### config.mk
export PLATFORM = sky130hd
export DESIGN_NAME = mem_port_arbiter
export DESIGN_NICKNAME = d
export VERILOG_FILES = /design/src/rtl/mem_port_arbiter.sv
export SDC_FILE = /design/constraint.sdc
export NUM_CORES = 1
export LEC_CHECK = 0
export BUFFER_PORTS_ARGS = -buffer_cell sky130_fd_sc_hd__clkbuf_2
export CORE_ASPECT_RATIO = 0.7
export CORE_MARGIN = 2
export CORE_UTILIZATION = 40
export DETAILED_ROUTE_END_ITERATION = 10
export PLACE_DENSITY = 0.74
export SYNTH_ARGS = -nofsm -noshare
export SYNTH_HDL_FRONTEND = slang
export SYNTH_SLANG_ARGS = --single-unit
### constraint.sdc
create_clock -name clk -period 4 [get_ports clk]
set_input_delay 0.8 -clock clk [delete_from_list [all_inputs] [get_ports clk]]
set_output_delay 0.8 -clock clk [all_outputs]
set_load 0.02 [all_outputs]
### src/rtl/mem_port_arbiter.sv
// Round-robin arbiter sharing one single-ported data memory between the cpu
// data port and the host/loader port, with req/ack handshakes and cpu stall.
//
// state | meaning
// IDLE  | sample eligible requests, pick winner, latch its transaction
// ISSUE | drive the latched access onto the memory port (mem_en high)
// DONE  | ack the owner; on a read, mem_rdata is presented and captured
module mem_port_arbiter #(
  parameter int ADDR_W = 32,
  parameter int DATA_W = 32,
  parameter int MEM_AW = 10
) (
  input  logic              clk,
  input  logic              reset_n,
  input  logic              cpu_req,
  input  logic              cpu_we,
  input  logic [ADDR_W-1:0] cpu_addr,
  input  logic [DATA_W-1:0] cpu_wdata,
  output logic [DATA_W-1:0] cpu_rdata,
  output logic              cpu_ack,
  output logic              cpu_stall,
  input  logic              host_req,
  input  logic              host_we,
  input  logic [ADDR_W-1:0] host_addr,
  input  logic [DATA_W-1:0] host_wdata,
  output logic [DATA_W-1:0] host_rdata,
  output logic              host_ack,
  input  logic              host_lock,
  output logic              mem_en,
  output logic              mem_we,
  output logic [MEM_AW-1:0] mem_addr,
  output logic [DATA_W-1:0] mem_wdata,
  input  logic [DATA_W-1:0] mem_rdata
);

  localparam logic OWN_CPU  = 1'b0;
  localparam logic OWN_HOST = 1'b1;

  typedef enum logic [1:0] {
    IDLE  = 2'd0,
    ISSUE = 2'd1,
    DONE  = 2'd2
  } state_t;

  state_t state, state_nxt;

  logic              owner_q;
  logic              last_grant_q;
  logic              we_q;
  logic [MEM_AW-1:0] addr_q;
  logic [DATA_W-1:0] wdata_q;
  logic [DATA_W-1:0] cpu_rdata_q;
  logic [DATA_W-1:0] host_rdata_q;

  logic cpu_elig;
  logic host_elig;
  logic grant;
  logic grant_host;
  logic rd_done;

  // Byte-lane bits and address bits above the memory window are dropped (wrap).
  logic unused_addr_bits;
  assign unused_addr_bits = ^{cpu_addr[ADDR_W-1:MEM_AW+2], cpu_addr[1:0],
                              host_addr[ADDR_W-1:MEM_AW+2], host_addr[1:0]};

  assign cpu_elig  = cpu_req & ~host_lock;
  assign host_elig = host_req;

  always_ff @(posedge clk or negedge reset_n) begin
    if (!reset_n) begin
      state <= IDLE;
    end else begin
      state <= state_nxt;
    end
  end

  always_comb begin
    state_nxt  = state;
    grant      = 1'b0;
    grant_host = 1'b0;
    case (state)
      IDLE: begin
        if (cpu_elig || host_elig) begin
          grant      = 1'b1;
          // On a tie the port that did not win last time goes first.
          grant_host = host_elig & (~cpu_elig | (last_grant_q == OWN_CPU));
          state_nxt  = ISSUE;
        end
      end
      ISSUE:   state_nxt = DONE;
      DONE:    state_nxt = IDLE;
      default: state_nxt = IDLE;
    endcase
  end

  always_ff @(posedge clk or negedge reset_n) begin
    if (!reset_n) begin
      owner_q      <= OWN_CPU;
      last_grant_q <= OWN_HOST;
      we_q         <= 1'b0;
      addr_q       <= '0;
      wdata_q      <= '0;
    end else if (grant) begin
      owner_q      <= grant_host;
      last_grant_q <= grant_host;
      we_q         <= grant_host ? host_we : cpu_we;
      addr_q       <= grant_host ? host_addr[MEM_AW+1:2] : cpu_addr[MEM_AW+1:2];
      wdata_q      <= grant_host ? host_wdata : cpu_wdata;
    end
  end

  assign rd_done = (state == DONE) && !we_q;

  // The memory answers during DONE; hold that word for the owner afterwards.
  always_ff @(posedge clk or negedge reset_n) begin
    if (!reset_n) begin
      cpu_rdata_q  <= '0;
      host_rdata_q <= '0;
    end else if (rd_done) begin
      if (owner_q == OWN_HOST) begin
        host_rdata_q <= mem_rdata;
      end else begin
        cpu_rdata_q <= mem_rdata;
      end
    end
  end

  assign mem_en    = (state == ISSUE);
  assign mem_we    = mem_en & we_q;
  assign mem_addr  = addr_q;
  assign mem_wdata = wdata_q;

  assign cpu_ack   = (state == DONE) && (owner_q == OWN_CPU);
  assign host_ack  = (state == DONE) && (owner_q == OWN_HOST);
  assign cpu_stall = cpu_req & ~cpu_ack;

  // Registered memory output is forwarded during DONE so rdata is valid with ack.
  assign cpu_rdata  = (rd_done && owner_q == OWN_CPU)  ? mem_rdata : cpu_rdata_q;
  assign host_rdata = (rd_done && owner_q == OWN_HOST) ? mem_rdata : host_rdata_q;

endmodule
==> run_results.csv <==
group,metric,value,unit
run,cap_viol_max_count,0,
sta,tightest_slew,0.878,ns
critical_path,critical_path_class,"reg -> out",
critical_path,crit_fanout,17,
sta,tns,0,ns
synthesis,ys.flop_type,"dfrtp_1",
synthesis,synth_warnings,0,
critical_path,worstSetupStartpoint,"state[0]$_DFFE_PN0P_",
synthesis,synth_cell_types,23,
critical_path,end_kind,"primary output",
route,avgRoutedWirePerCell,15.4,µm
die,start_util,41.3,%
grt,grt_pass1_wl,18.4,mm
critical_path,worstPathRequired,3.20,ns
synthesis,synth_area_leaders,"dfrtp_1 (57%), mux2_4 (19%), nand2_1 (6.6%)",
grt,grt_antenna_before_repair,0,
clocking,clk_path_buf_depth,2,
sta,setup_slack,0.740,ns
sta,fin_crit_sh,81.5,%
sta,fmax,307,MHz
grt,grt_max_degree,46,
die,core_area,11800,µm²
critical_path,ff2ff_setup_slack,1.87,ns
finish,drive_gt1_share,52.6,%
clocking,cts_tree,"done",
synthesis,avgSynthCellArea,12.4,µm²
critical_path,rr_endpoint,"mem_wdata[13]$_DFFE_PN0P_",
route,ant_nets,0,
sta,slew_viol_final,0,
synthesis,synthArstFlopShare,100,%
clocking,postCtsSetupBuffers,0,
route,drc,0,
sta,setup_viol,0,
synthesis,synthTopCellsByCount,"dfrtp_1 (110), nand2_1 (86), mux2_4 (60), nor2_1 (44), a31oi_1 (43)",
clocking,cts.sinks,111,
power,leakagePower,3.26,nW
placed_design,gp_routability_congestion,0.807,
sta,fin_skew,0.0124,ns
clocking,h-tree-depth,3,
synthesis,synth-seq-area-share,57.2,%
clocking,clock_latency,0.34,ns
clocking,cts_buffers,9,
synthesis,synth_edf_count,0,
sta,rsz0062_at_grt,"no",
route,drt_iter0_drc,131,
route,vias,3641,
synthesis,synth_seq_cells,111,
grt,grt_overflow_total,0,
route,avgViaCountPerCell,4.69,
finish,regArea,2780,µm²
finish,antenna_cells,0,
route,dr.pass1.iters,4,
critical_path,r2r-start,"state[0]$_DFFE_PN0P_",
finish,nets,784,
synthesis,synth_top_area_share,56.7,%
finish,syn_to_final_growth,30.1,%
synthesis,yosysMostFrequentCell,"dfrtp_1",
critical_path,crit_end,"host_rdata[15]",
placed_design,port_buffers,233,
synthesis,mappedNetlistNets,559,
sta,slew_headroom,41.4,%
critical_path,r2r_cells,5,
grt,grt_pass1_vias,3621,
placed_design,dpl_worst_slack,1.07,ns
finish,multi_input_area,1820,µm²
synthesis,yosys.area.top_type,"dfrtp_1",
synthesis,synth_area,4850,µm²
die,rows,33,
power,powerDensity,885,nW/µm²
die,ios,278,
outcome,outcome,"completed",
clocking,cts_resized,0,
hold_path,hp-class,"in -> async",
power,finalPower,5.59,mW
clocking,cts_hold_buffers,0,
critical_path,worstPathArrival,2.46,ns
die,fp.dieArea,13000,µm²
route,wl,12.0,mm
die,die_w,136,µm
placed_design,dpl.hpwl,9.22,mm
clocking,root_buffer,"clkbuf_16",
die,die_y,96.2,µm
clocking,path_clk_slew,0.07,ns
sta,hold_violations,0,
power,irDropWorstVdd,0.000367,V
synthesis,synthCells,392,
finish,num-fill-cells,1037,
sta,period_needed,3.26,ns
grt,grt_usage,18.3,%
critical_path,cp-start-kind,"register",
registers in the layout, indices dropped and copies added (netlist names):
name	cells
state	2
last_grant_q	1
we_q	1
owner_q	1
mem_addr	10
host_rdata_q	32
mem_wdata	32
cpu_rdata_q	32
routing by layer:
layer	GRT usage [%]	vias up	share of wire [%]
met4	5.12	0	1.6
met5	0	-	0
li1	-	1762	-
met1	23.7	1706	44
met3	5.37	16	7.8
met2	30.1	157	46
critical path, stage by stage, from the launching register on:
cell,delay [ns]
dfrtp_1,0.43
nor3b_2,0.20
and2b_2,0.54
buf_4,0.43
mux2_4,0.34
clkbuf_2,0.17
stage by stage:
step / cell area (µm²) / util (%) / hold WS [ns] / cells
2_1_floorplan: 4850 / - / 0.461 / 392
3_3_place_gp: 6030 / 51.3 / 0.474 / 763
3_5_place_dp: 6030 / 51.3 / 0.479 / 763
4_1_cts: 6320 / 53.7 / 0.450 / 777
5_1_grt: 6320 / 53.7 / 0.467 / 777
6_report: 6320 / 53.7 / 0.444 / 777
logic make-up (layout without fill, tap and decap cells):
family / count (synthesis) / in the layout / share of synthesized area (%)
AND/OR/NAND/NOR: 142 / 142 / 12.1
flip-flops: 111 / 111 / 57.2
multiplexers: 64 / 64 / 19.5
AO/OA/AOI/OAI: 46 / 46 / 5.90
buffers and inverters: 29 / 257 / 5.31
where the power goes:
group	leakage [nW]	internal [mW]	total (mW)	switching, mW
combinational	1.82	1.13	2.82	1.69
sequential	1.31	1.68	1.91	0.231
clock	0.134	0.480	0.866	0.386
total	3.26	3.29	5.59	2.31
layout make-up:
type / instances / area share, %
Multi-Input combinational cell: 252 / 28.8
Clock inverter: 5 / 0.931
Sequential cell: 111 / 44.0
Clock buffer: 9 / 3.57
Timing Repair Buffer: 241 / 19.4
Inverter: 2 / 0.119
Tap cell: 157 / 3.11
layout by cell type, fill, tap and decap left out, types with 2 or more instances in the layout:
master,synthesis,final
a31oi_1,43,43
and2b_1,4,2
and2b_2,0,2
buf_4,7,9
clkbuf_16,0,9
clkbuf_2,0,232
clkinvlp_4,0,2
dfrtp_1,110,110
inv_1,2,2
mux2_2,4,4
mux2_4,60,60
nand2_1,86,86
nor2_1,44,44
nor2b_1,2,2
nor3b_2,2,2
o21ai_0,2,2
worst min path at each step:
stage                              endpoint  slack, ns  cells past startpoint
2_1_floorplan      last_grant_q$_DFFE_PN1P_       0.46                      2
6_report        cpu_rdata_q[21]$_DFFE_PN0P_       0.44                      1
5_1_grt         cpu_rdata_q[21]$_DFFE_PN0P_       0.47                      1
4_1_cts         cpu_rdata_q[21]$_DFFE_PN0P_       0.45                      1
3_3_place_gp       last_grant_q$_DFFE_PN1P_       0.47                      2
3_5_place_dp   host_rdata_q[18]$_DFFE_PN0P_       0.48                      1
Note: power is estimated with default switching activity, not from simulation.
